[src/rtl/medidor_distancia_hcsr04.sv]
// HC-SR04 ultrasonic distance meter: fires a trigger pulse, times the echo
// and reports the distance in centimetres as three saturating BCD digits.
//
// Ports:
//   clock      system clock, rising edge
//   reset_n    synchronous active-low reset
//   medir      start request, only honoured while idle (OCIOSO)
//   echo       asynchronous echo line from the sensor
//   trigger    registered trigger pulse to the sensor
//   unidades   BCD units of the last valid distance (cm)
//   dezenas    BCD tens
//   centenas   BCD hundreds
//   pronto     one-cycle completion pulse
//   erro       one-cycle timeout flag, coincident with pronto
//   db_estado  current FSM state code (debug)

module medidor_distancia_hcsr04 #(
    parameter int TRIG_CYCLES    = 500,
    parameter int CYCLES_PER_CM  = 2941,
    parameter int TIMEOUT_CYCLES = 1500000
) (
    input  logic       clock,
    input  logic       reset_n,
    input  logic       medir,
    input  logic       echo,
    output logic       trigger,
    output logic [3:0] unidades,
    output logic [3:0] dezenas,
    output logic [3:0] centenas,
    output logic       pronto,
    output logic       erro,
    output logic [2:0] db_estado
);

    localparam int TW = $clog2(TRIG_CYCLES + 1);
    localparam int CW = $clog2(CYCLES_PER_CM + 1);
    localparam int OW = $clog2(TIMEOUT_CYCLES + 1);

    localparam logic [TW-1:0] TRIG_LAST = TW'(TRIG_CYCLES - 1);
    localparam logic [CW-1:0] CPC_LAST  = CW'(CYCLES_PER_CM - 1);
    localparam logic [OW-1:0] TMO_LAST  = OW'(TIMEOUT_CYCLES - 1);

    typedef enum logic [2:0] {
        OCIOSO      = 3'd0,
        DISPARA     = 3'd1,
        ESPERA_ECHO = 3'd2,
        MEDE        = 3'd3,
        ARMAZENA    = 3'd4,
        FINAL       = 3'd5
    } estado_t;

    estado_t       estado, estado_n;
    logic          echo_m, echo_s;
    logic [TW-1:0] trig_cnt, trig_cnt_n;
    logic [CW-1:0] cyc_cnt, cyc_cnt_n;
    logic [OW-1:0] tmo_cnt, tmo_cnt_n;
    logic [11:0]   acc, acc_n;
    logic [11:0]   res, res_n;
    logic          err_q, err_n;

    // Saturating three-digit BCD increment {hundreds, tens, units}.
    function automatic logic [11:0] bcd_inc(input logic [11:0] v);
        logic [11:0] r;
        r = v;
        if (v == 12'h999) begin
            r = v;
        end else if (v[3:0] != 4'd9) begin
            r[3:0] = v[3:0] + 4'd1;
        end else if (v[7:4] != 4'd9) begin
            r[3:0] = 4'd0;
            r[7:4] = v[7:4] + 4'd1;
        end else begin
            r[3:0]  = 4'd0;
            r[7:4]  = 4'd0;
            r[11:8] = v[11:8] + 4'd1;
        end
        return r;
    endfunction

    always_comb begin
        estado_n   = estado;
        trig_cnt_n = trig_cnt;
        cyc_cnt_n  = cyc_cnt;
        tmo_cnt_n  = tmo_cnt;
        acc_n      = acc;
        res_n      = res;
        err_n      = err_q;
        unique case (estado)
            OCIOSO: begin
                if (medir) begin
                    estado_n   = DISPARA;
                    trig_cnt_n = '0;
                    cyc_cnt_n  = '0;
                    tmo_cnt_n  = '0;
                    acc_n      = '0;
                    err_n      = 1'b0;
                end
            end
            DISPARA: begin
                if (trig_cnt == TRIG_LAST) begin
                    estado_n  = ESPERA_ECHO;
                    tmo_cnt_n = '0;
                end else begin
                    trig_cnt_n = trig_cnt + 1'b1;
                end
            end
            ESPERA_ECHO: begin
                // The cycle that detects echo high is itself an echo-high
                // cycle, so it is counted like the ones in MEDE.
                if (echo_s) begin
                    estado_n  = MEDE;
                    tmo_cnt_n = '0;
                    if (cyc_cnt == CPC_LAST) begin
                        cyc_cnt_n = '0;
                        acc_n     = bcd_inc(acc);
                    end else begin
                        cyc_cnt_n = cyc_cnt + 1'b1;
                    end
                end else if (tmo_cnt == TMO_LAST) begin
                    estado_n = FINAL;
                    err_n    = 1'b1;
                end else begin
                    tmo_cnt_n = tmo_cnt + 1'b1;
                end
            end
            MEDE: begin
                if (!echo_s) begin
                    estado_n = ARMAZENA;
                end else if (tmo_cnt == TMO_LAST) begin
                    estado_n = FINAL;
                    err_n    = 1'b1;
                end else begin
                    tmo_cnt_n = tmo_cnt + 1'b1;
                    if (cyc_cnt == CPC_LAST) begin
                        cyc_cnt_n = '0;
                        acc_n     = bcd_inc(acc);
                    end else begin
                        cyc_cnt_n = cyc_cnt + 1'b1;
                    end
                end
            end
            ARMAZENA: begin
                res_n    = acc;
                estado_n = FINAL;
            end
            FINAL: begin
                estado_n = OCIOSO;
            end
            default: begin
                estado_n = OCIOSO;
            end
        endcase
    end

    always_ff @(posedge clock) begin
        if (!reset_n) begin
            estado   <= OCIOSO;
            echo_m   <= 1'b0;
            echo_s   <= 1'b0;
            trig_cnt <= '0;
            cyc_cnt  <= '0;
            tmo_cnt  <= '0;
            acc      <= '0;
            res      <= '0;
            err_q    <= 1'b0;
            trigger  <= 1'b0;
        end else begin
            estado   <= estado_n;
            echo_m   <= echo;
            echo_s   <= echo_m;
            trig_cnt <= trig_cnt_n;
            cyc_cnt  <= cyc_cnt_n;
            tmo_cnt  <= tmo_cnt_n;
            acc      <= acc_n;
            res      <= res_n;
            err_q    <= err_n;
            // Registered from the next state so it is high exactly
            // during the DISPARA cycles without decode glitches.
            trigger  <= (estado_n == DISPARA);
        end
    end

    assign pronto    = (estado == FINAL);
    assign erro      = (estado == FINAL) && err_q;
    assign unidades  = res[3:0];
    assign dezenas   = res[7:4];
    assign centenas  = res[11:8];
    assign db_estado = estado;

endmodule
[config.mk]
export PLATFORM = sky130hd
export DESIGN_NAME = medidor_distancia_hcsr04
export DESIGN_NICKNAME = d
export VERILOG_FILES = /design/src/rtl/medidor_distancia_hcsr04.sv
export SDC_FILE = /design/constraint.sdc
export NUM_CORES = 1
export LEC_CHECK = 0
export CORE_MARGIN = 4
export CORE_UTILIZATION = 35
export CTS_BUF_LIST = sky130_fd_sc_hd__clkbuf_16
export DETAILED_ROUTE_END_ITERATION = 6
export PLACE_DENSITY_LB_ADDON = 0.08
export SKIP_LAST_GASP = 1
export SYNTH_ARGS = -nofsm -noshare
export SYNTH_HDL_FRONTEND = slang
export SYNTH_SLANG_ARGS = --single-unit
[constraint.sdc]
create_clock -name clock -period 2.4 [get_ports clock]
set_clock_uncertainty 0.1 [all_clocks]
set_input_delay 0.48 -clock clock [delete_from_list [all_inputs] [get_ports clock]]
set_output_delay 0.48 -clock clock [all_outputs]
set_load 0.1 [all_outputs]
Word-level counts from Yosys, hierarchy flattened
Cells that the tools add are included.
Word-level totals
  register bits: 73
  input bits: 4
  output and inout port bits: 18
Operators by class
  $add $sub $neg: 6
  equal/unequal tests: 19
  mux-type cells: 36
  reduce and logical (&&, ||, !) cells: 9
Operators by type and width (count)
  $mux W12: 10
  $mux W21: 5
  $pmux W21 S4: 1
  $pmux W12 S3: 2
  $eq A12 B12 Y1 const B: 2
  $add A21 B1 Y21 const B: 1
  $eq A21 B21 Y1 const B: 1
  $mux W9: 2
  $pmux W9 S2: 1
  $mux W8: 2
  $mux W3: 5
  $pmux W3 S5: 1
  $ne A2 B2 Y1 const B: 7
  $add A12 B1 Y12 const B: 1
  $add A4 B1 Y4 const B: 3
  $add A9 B1 Y9 const B: 1
  $eq A9 B9 Y1 const B: 1
  $mux W4: 2
  $ne A4 B4 Y1 const B: 2
  $reduce_and A4 Y1: 2
  $eq A3 B1 Y1 const B: 2
  $eq A3 B2 Y1 const B: 2
  $eq A3 B3 Y1 const B: 2
  $reduce_and A5 Y1: 1
  8 further kinds: 11

Logic depth before layout (Yosys ltp)
Gate-level depths: netlist of run 1.
  word-level depth: 8
  mapped depth: 10

Worst setup path before layout of run 1
OpenSTA, ideal clock, no wires.
  kind: register -> output
  start point: reg estado[2], in the netlist db_estado[2]
  end point: out pronto
  data arrival time: 3503 ps
  required time: 1820 ps
  setup slack: -1683 ps
  stages on the path, launching flop included: 5
  cell sequence: dfxtp_1 -> buf_2 -> inv_1 -> buf_6 -> nor3_1
On the way
  word-level cells in the longest chain between the ends: 1
RTL lines
  start, declared: RTL line 52  | estado_t estado, estado_n;
  start signal, assigned: RTL line 168  | estado <= estado_n;
  $eq A3 B3 Y1: RTL line 183  | assign pronto = (estado == FINAL);
  end, declared: RTL line 30  | output logic pronto,
No other way between the ends.

==> Flow_metrics.wiki, run 1 <==
{| class="wikitable"
! Metric !! Value
|-
| Die Area || 12440 sq um
|-
| Tmin final || ~2200 ps
|-
| Pin count of the biggest net entering global routing || 19
|-
| Number of primary I/O pins || 22
|-
| Final design instance area without fill || roughly 4500 sq um
|-
| Weighted congestion at the end of routability-driven global placement || 0.7815
|-
| Clock tree root driver cell || sky130_fd_sc_hd__clkbuf_16
|-
| Total via count after detailed routing || 3296
|-
| Clock Pin Slew Worst Setup and Hold Paths || 60 ps
|-
| Min-delay worst type || reg -> reg
|-
| Highest-count cells in the layout ignoring fill and taps || sky130_fd_sc_hd__dfxtp_1, sky130_fd_sc_hd__nand2_1, sky130_fd_sc_hd__nor2_1
|-
| Number of antenna repair diodes || 0
|-
| Finished Layout Cells || 629
|-
| Core occupancy in the finished layout || 0.4323
|-
| Longest Clk Path Bufs || 2
|-
| Placed Instance Area || 4155 sq um
|-
| Placeable core region || 10370 sq um
|-
| Nets in the synthesized netlist || 468
|-
| Fin. Hold Viols || 0
|-
| GRT Overall Usage || 0.1455
|-
| Kind of start point of the critical path || flop
|-
| Clk sinks || between 70 and 80
|-
| EDFF count, synth || 0
|-
| Wirelength per Cell || 13.82 um
|-
| Data required, critical path || 2570 ps
|-
| Share of synthesized area occupied by flip-flops and latches || 0.3896
|-
| Yosys Warn Count || 0
|-
| # Max-Cap Violations || 0
|-
| Floorplan die height || 111.5 um
|-
| Critical path start-end classification || reg -> reg
|-
| Inst Count DP || approximately 600
|-
| Final slew viol count || 0
|-
| Number of global-route vias before repair || approximately 3000
|-
| Aggregate global routing overflow || 0
|-
| Layout area overhead || 19.51%
|-
| Pre-Repair DR Iteration Count || 4
|-
| Remaining DRCs || 0
|-
| Maximum fanout along the worst path || 12
|-
| Prevailing post-synth register cell || sky130_fd_sc_hd__dfxtp_1
|-
| Summed negative setup slack over all endpoints || 0 ps
|-
| Clock H-tree levels || 3
|-
| Synthesis-stage register bit count || 73
|-
| Number of nets in the layout || 502
|-
| Fraction of synthesis flops using an asynchronous set or reset pin || 0
|-
| Global-route wire length before repair || about 15 mm
|-
| Post-Route WL || 8.693 mm
|-
| Port Buffer Count || 21
|-
| Setup repair after global routing missed its margin || false
|-
| Status || finished, final reports clean
|-
| Critical Path Sink Type || flop
|-
| Max_slew headroom || 0.6432
|-
| Overall power of the completed layout || 2.862 mW
|-
| Number of antenna-violating nets in the routed design || 0
|-
| Antenna violations before repair || 0
|-
| Worst-Margin Slew || 533.6 ps
|-
| Die Wd || 111.5 um
|-
| Clock buffers created by TritonCTS || 9
|-
| Commonest non-fill, non-tap cell in the layout || sky130_fd_sc_hd__dfxtp_1
|-
| Starting DRT DRC Count || 134
|-
| Leakage power total || 1.524 nW
|-
| Final setup violating endpoints || 0
|-
| Arrival time at the worst endpoint || 2370 ps
|-
| Post-CTS Hold Buffers || 0
|-
| IR Drop Worst-Case VDD || about 380 uV
|-
| Synthesized area divided by synthesized cell count || 8.262 sq um
|-
| Ratio of cells with drive above 1 in the final layout || 0.1440
|-
| Netlist area before placement || 3751 sq um
|-
| HPWL Detailed || 6.283 mm
|-
| Routed vias/inst || 5.240
|-
| Row count || 37
|-
| Number of different library cells in the post-synthesis netlist || 64
|-
| Clk Latency, worst-skew pair || about 330 ps
|-
| Ratio of final minimum period to clock period || 0.9199
|-
| CTS tree || built
|-
| F_max || between 0.4 and 0.5 GHz
|-
| Filler instances || 1085
|-
| Initial standard-cell utilization of the core || 0.3617
|-
| Cell count after synthesis || around 450
|-
| Pwr/cell area || 638.5 nW/um^2
|}
==> cell usage after synthesis, types with 2 or more instances <==
cell type	instances	share of area
sky130_fd_sc_hd__nor4_2	2	0.0067
sky130_fd_sc_hd__nand3_1	21	0.028
sky130_fd_sc_hd__buf_4	4	0.0080
sky130_fd_sc_hd__clkbuf_1	7	0.0070
sky130_fd_sc_hd__buf_6	4	0.012
sky130_fd_sc_hd__a21oi_1	30	0.040
sky130_fd_sc_hd__nand3b_1	7	0.014
sky130_fd_sc_hd__a31oi_1	2	0.0033
sky130_fd_sc_hd__ha_1	10	0.033
sky130_fd_sc_hd__nor3_1	17	0.023
sky130_fd_sc_hd__o21ai_2	3	0.0070
sky130_fd_sc_hd__or3_1	6	0.010
sky130_fd_sc_hd__nand2_1	57	0.057
sky130_fd_sc_hd__nor4_1	9	0.015
sky130_fd_sc_hd__nand4_1	9	0.015
sky130_fd_sc_hd__xor2_1	4	0.0093
sky130_fd_sc_hd__o31ai_1	6	0.012
sky130_fd_sc_hd__dfxtp_1	73	0.39
sky130_fd_sc_hd__inv_1	15	0.015
sky130_fd_sc_hd__a22oi_1	2	0.0040
sky130_fd_sc_hd__nand4b_1	3	0.0070
sky130_fd_sc_hd__o22ai_1	2	0.0033
sky130_fd_sc_hd__and2b_1	2	0.0040
sky130_fd_sc_hd__o211ai_1	5	0.010
sky130_fd_sc_hd__and2_1	5	0.0083
sky130_fd_sc_hd__nor3b_1	2	0.0040
sky130_fd_sc_hd__o2111ai_1	2	0.0047
sky130_fd_sc_hd__buf_2	4	0.0053
sky130_fd_sc_hd__and4_1	5	0.012
sky130_fd_sc_hd__and3_1	7	0.012
sky130_fd_sc_hd__nor2_1	49	0.049
sky130_fd_sc_hd__o21ai_1	4	0.0053
sky130_fd_sc_hd__mux2i_1	4	0.011
sky130_fd_sc_hd__or4_1	3	0.0060
sky130_fd_sc_hd__o21ai_0	17	0.023
sky130_fd_sc_hd__nor2b_1	3	0.0050
sky130_fd_sc_hd__xnor2_1	22	0.051
==> final cells by class <==
| type | instances | area (sq um) | area share |
|---|---|---|---|
| multi-input cells | 346 | 2120 | 0.4728 |
| flip-flops and latches | 73 | 1465 | 0.3268 |
| repair buffers | 42 | 347.8 | 0.07759 |
| clock buffers | 9 | 225.2 | 0.05024 |
| well taps | 136 | 170.2 | 0.03796 |
| clock inverters | 7 | 95.09 | 0.02121 |
| inverters | 16 | 60.06 | 0.01340 |
==> report_power, final <==
group | internal, mW | switching (mW) | total [mW]
Sequential | 1.22 | 0.0134 | 1.24
Combinational | 0.0682 | 0.126 | 0.194
Clock | 0.907 | 0.525 | 1.43
==> repair_timing <==
item	CTS	global route
gates resized for setup	0	0
buffers inserted	0	1
endpoints found under the setup margin	0	2
==> per-stage QoR <==
step / worst slack (ps) / hold slack [ps]
4_1_cts: 110.2 / 337.7
2_1_floorplan: -94.78 / 311.9
3_3_place_gp: -19.24 / 328.7
3_5_place_dp: -77.14 / 334.9
6_report: 192.1 / 335.0
5_1_grt: 27.87 / 364.9
==> state kept, by name (all words and copies together), names as in the netlist <==
register,flops
db_estado,3
echo_s,1
acc,12
echo_m,1
trig_cnt,9
trigger,1
cyc_cnt,12
res,12
tmo_cnt,21
err_q,1
==> worst paths after layout <==
| kind | from | endpoint | slack (ps) | cells past startpoint |
|---|---|---|---|---|
| hold / removal | echo_m | echo_s | 330 | 1 |
| hold reg to reg | echo_m | echo_s | 330 | 1 |
| setup / recovery | tmo_cnt[1] | trig_cnt[6] | 190 | 7 |
| setup reg to reg | tmo_cnt[1] | trig_cnt[6] | 190 | 7 |
==> critical path, cell delays in order, from the launching register on <==
cell and delay (ps):
sky130_fd_sc_hd__dfxtp_1 370, sky130_fd_sc_hd__ha_1 210, sky130_fd_sc_hd__and4_2 280, sky130_fd_sc_hd__nand4_1 160
sky130_fd_sc_hd__nor3_2 200, sky130_fd_sc_hd__o21ai_2 160, sky130_fd_sc_hd__or4_1 490, sky130_fd_sc_hd__a21oi_1 150
==> cell families after synthesis <==
kind of cell	Yosys count	share of synthesized area
AND/OR/NAND/NOR	220	0.3122
AO/OA/AOI/OAI	85	0.1424
flip-flops	73	0.3896
buffers and inverters	35	0.04836
XOR/XNOR	26	0.06070
adder cells (fa/ha/maj)	11	0.03602
multiplexers	4	0.01067
==> metal layers <==
metal / routed length (um) / share of wire / global-route usage
met1: 4653 / 0.54 / 0.2127
met2: 3598 / 0.41 / 0.2067
met3: 306 / 0.035 / 0.03478
met4: 133 / 0.015 / 0.05353
met5: 0 / 0 / 0
No activity file was read; power rests on OpenSTA's default activity.
==> run 2: changes to the inputs <==
--- a/config.mk
+++ b/config.mk
@@ -5,12 +5,13 @@
 export SDC_FILE = /design/constraint.sdc
 export NUM_CORES = 1
 export LEC_CHECK = 0
-export CORE_MARGIN = 4
+export CORE_MARGIN = 2
 export CORE_UTILIZATION = 35
 export CTS_BUF_LIST = sky130_fd_sc_hd__clkbuf_16
 export DETAILED_ROUTE_END_ITERATION = 6
 export PLACE_DENSITY_LB_ADDON = 0.08
 export SKIP_LAST_GASP = 1
+export SLEW_MARGIN = 10
 export SYNTH_ARGS = -nofsm -noshare
 export SYNTH_HDL_FRONTEND = slang
 export SYNTH_SLANG_ARGS = --single-unit
==> run 2 against run 1 <==
  * Final area is 0.28% lower
  * Largest cell class unchanged
  * Worst setup slack worse by 2.3 ps
  * Routed wire length is 2.4% higher
==> Flow_metrics.wiki, run 2 (synthesis gave the netlist of run 1 again) <==
{| class="wikitable"
! Metric !! Value
|-
| Register-to-Register Setup Slack || 190 ps (about the same)
|-
| Commonest non-fill, non-tap cell in the layout || sky130_fd_sc_hd__dfxtp_1 (unchanged)
|-
| Tmin final || 2210 ps (was 2208 ps)
|-
| Final WS setup || 189.8 ps (was 192.1 ps)
|-
| Fin. Hold Viols || 0 (unchanged)
|-
| Min-delay worst type || reg -> reg (unchanged)
|-
| Clock Pin Slew Worst Setup and Hold Paths || 60 ps (about the same)
|-
| Top sig layer || met4 (unchanged)
|-
| Leakage power total || 1.530 nW (was 1.524 nW)
|-
| Worst-Margin Slew || 561.9 ps (was 533.6 ps)
|-
| Clock tree root driver cell || sky130_fd_sc_hd__clkbuf_16 (unchanged)
|-
| Critical Path Sink Type || flop (unchanged)
|-
| Summed negative setup slack over all endpoints || 0 ps (unchanged)
|-
| Number of antenna repair diodes || 0 (unchanged)
|-
| # Max-Cap Violations || 0 (unchanged)
|-
| Number of nets in the layout || 502 (unchanged)
|-
| Initial standard-cell utilization of the core || 0.3617 (unchanged)
|-
| Data required, critical path || 2560 ps (was 2570 ps)
|-
| Clk sinks || 73 (unchanged)
|-
| CTS tree || built (unchanged)
|-
| Setup repair after global routing missed its margin || false (unchanged)
|-
| Die Area || 11560 sq um (was 12440 sq um)
|-
| Pin count of the biggest net entering global routing || 19 (unchanged)
|-
| Routed vias/inst || 5.234 (was 5.240)
|-
| Max_slew headroom || 0.6240 (was 0.6432)
|-
| Die Wd || 107.5 um (was 111.5 um)
|-
| Kind of start point of the critical path || flop (unchanged)
|-
| Status || finished, final reports clean (unchanged)
|-
| Resized cells post-CTS || 0 (unchanged)
|-
| Length of routed met3 wiring || 245 um (was 306 um)
|-
| HPWL Detailed || 6.446 mm (was 6.283 mm)
|-
| Setup Buffers After CTS || 0 (unchanged)
|-
| F_max || 0.4524 GHz (was 0.4529 GHz)
|-
| Layout area overhead || 19.18% (was 19.51%)
|-
| Setup WS pre-CTS || -125.6 ps (was -77.14 ps)
|-
| Starting DRT DRC Count || 172 (was 134)
|-
| Highest-count cells in the layout ignoring fill and taps || sky130_fd_sc_hd__dfxtp_1, sky130_fd_sc_hd__nand2_1, sky130_fd_sc_hd__nor2_1 (unchanged)
|-
| Maximum fanout along the worst path || 12 (unchanged)
|-
| Row count || 37 (unchanged)
|-
| Clk Latency, worst-skew pair || 330 ps (about the same)
|-
| Core occupancy in the finished layout || 0.4311 (was 0.4323)
|-
| Critical path start-end classification || reg -> reg (unchanged)
|-
| Finished Layout Cells || 629 (unchanged)
|-
| Clock buffers created by TritonCTS || 9 (unchanged)
|-
| Final setup violating endpoints || 0 (unchanged)
|-
| GRT Overall Usage || 0.1644 (was 0.1455)
|-
| IR Drop Worst-Case VDD || 431.2 uV (was 378.9 uV)
|-
| Met1 Wirelength || 4.694 mm (was 4.653 mm)
|-
| Wirelength per Cell || 14.15 um (was 13.82 um)
|-
| Ratio of final minimum period to clock period || 0.9209 (was 0.9199)
|-
| Post-CTS Hold Buffers || 0 (unchanged)
|-
| Filler instances || 1068 (was 1085)
|-
| Pwr/cell area || 620.4 nW/um^2 (was 638.5 nW/um^2)
|-
| Final design instance area without fill || 4471 sq um (was 4483 sq um)
|-
| Metal2 WL || 3.889 mm (was 3.598 mm)
|-
| Antenna violations before repair || 0 (unchanged)
|-
| Total via count after detailed routing || 3292 (was 3296)
|-
| Max reg flops || 21 (unchanged)
|-
| Remaining DRCs || 0 (unchanged)
|-
| Inst Count DP || 613 (was 612)
|-
| Placeable core region || 10370 sq um (unchanged)
|-
| Final slew viol count || 0 (unchanged)
|-
| Longest Clk Path Bufs || 2 (unchanged)
|-
| Ratio of cells with drive above 1 in the final layout || 0.1501 (was 0.1440)
|-
| Tightest hold margin || 354.9 ps (was 335.0 ps)
|-
| Post-Route WL || 8.902 mm (was 8.693 mm)
|-
| Port Buffer Count || 21 (unchanged)
|-
| Register with the most flip-flops || tmo_cnt (unchanged)
|-
| Number of antenna-violating nets in the routed design || 0 (unchanged)
|-
| Weighted congestion at the end of routability-driven global placement || 0.7868 (was 0.7815)
|-
| Placed Instance Area || 4163 sq um (was 4155 sq um)
|-
| Number of global-route vias before repair || 3087 (was 3085)
|-
| Number of primary I/O pins || 22 (unchanged)
|-
| Aggregate global routing overflow || 0 (unchanged)
|-
| Floorplan die height || 107.5 um (was 111.5 um)
|-
| Clock H-tree levels || 3 (unchanged)
|-
| Global-route wire length before repair || 15.46 mm (was 15.10 mm)
|-
| Arrival time at the worst endpoint || 2370 ps (about the same)
|-
| Overall power of the completed layout || 2.774 mW (was 2.862 mW)
|-
| Pre-Repair DR Iteration Count || 4 (unchanged)
|}
==> run 2: worst paths after layout <==
| check | startpoint | end | cells after the start |
|---|---|---|---|
| worst max-delay path | tmo_cnt[1] | trig_cnt[8] | 7 |
| worst min register to register | res[6] | res[6] | 2 |
| worst min-delay path | res[6] | res[6] | 2 |
| worst max register to register | tmo_cnt[1] | trig_cnt[8] | 7 |
==> run 2: where the power goes <==
part	leakage (nW)	internal, mW	switching [mW]
registers	0.590	1.22	0.0122
logic	0.791	0.0728	0.129
clock network	0.149	0.805	0.532
total	1.53	2.10	0.673
==> run 2: layout make-up <==
type	count	area, sq um	share of cell area
multi-input cells	346	2131	0.4766
flip-flops and latches	73	1465	0.3277
repair buffers	42	347.8	0.07781
clock buffers	9	225.2	0.05038
well taps	136	170.2	0.03806
clock inverters	7	71.32	0.01595
inverters	16	60.06	0.01343
==> run 2: layer usage <==
| metal | up-vias | global-route usage |
|---|---|---|
| li1 | 1691 | - |
| met1 | 1549 | 0.2425 |
| met2 | 46 | 0.2475 |
| met3 | 6 | 0.02482 |
| met4 | 0 | 0.04670 |
| met5 | - | 0 |
==> run 2: worst max-delay path, stage by stage, from the launching register on <==
cell	delay (ps)
sky130_fd_sc_hd__dfxtp_1	370
sky130_fd_sc_hd__ha_1	200
sky130_fd_sc_hd__and4_2	280
sky130_fd_sc_hd__nand4_1	160
sky130_fd_sc_hd__nor3_2	220
sky130_fd_sc_hd__o21ai_2	180
sky130_fd_sc_hd__or4_1	490
sky130_fd_sc_hd__a21oi_1	140
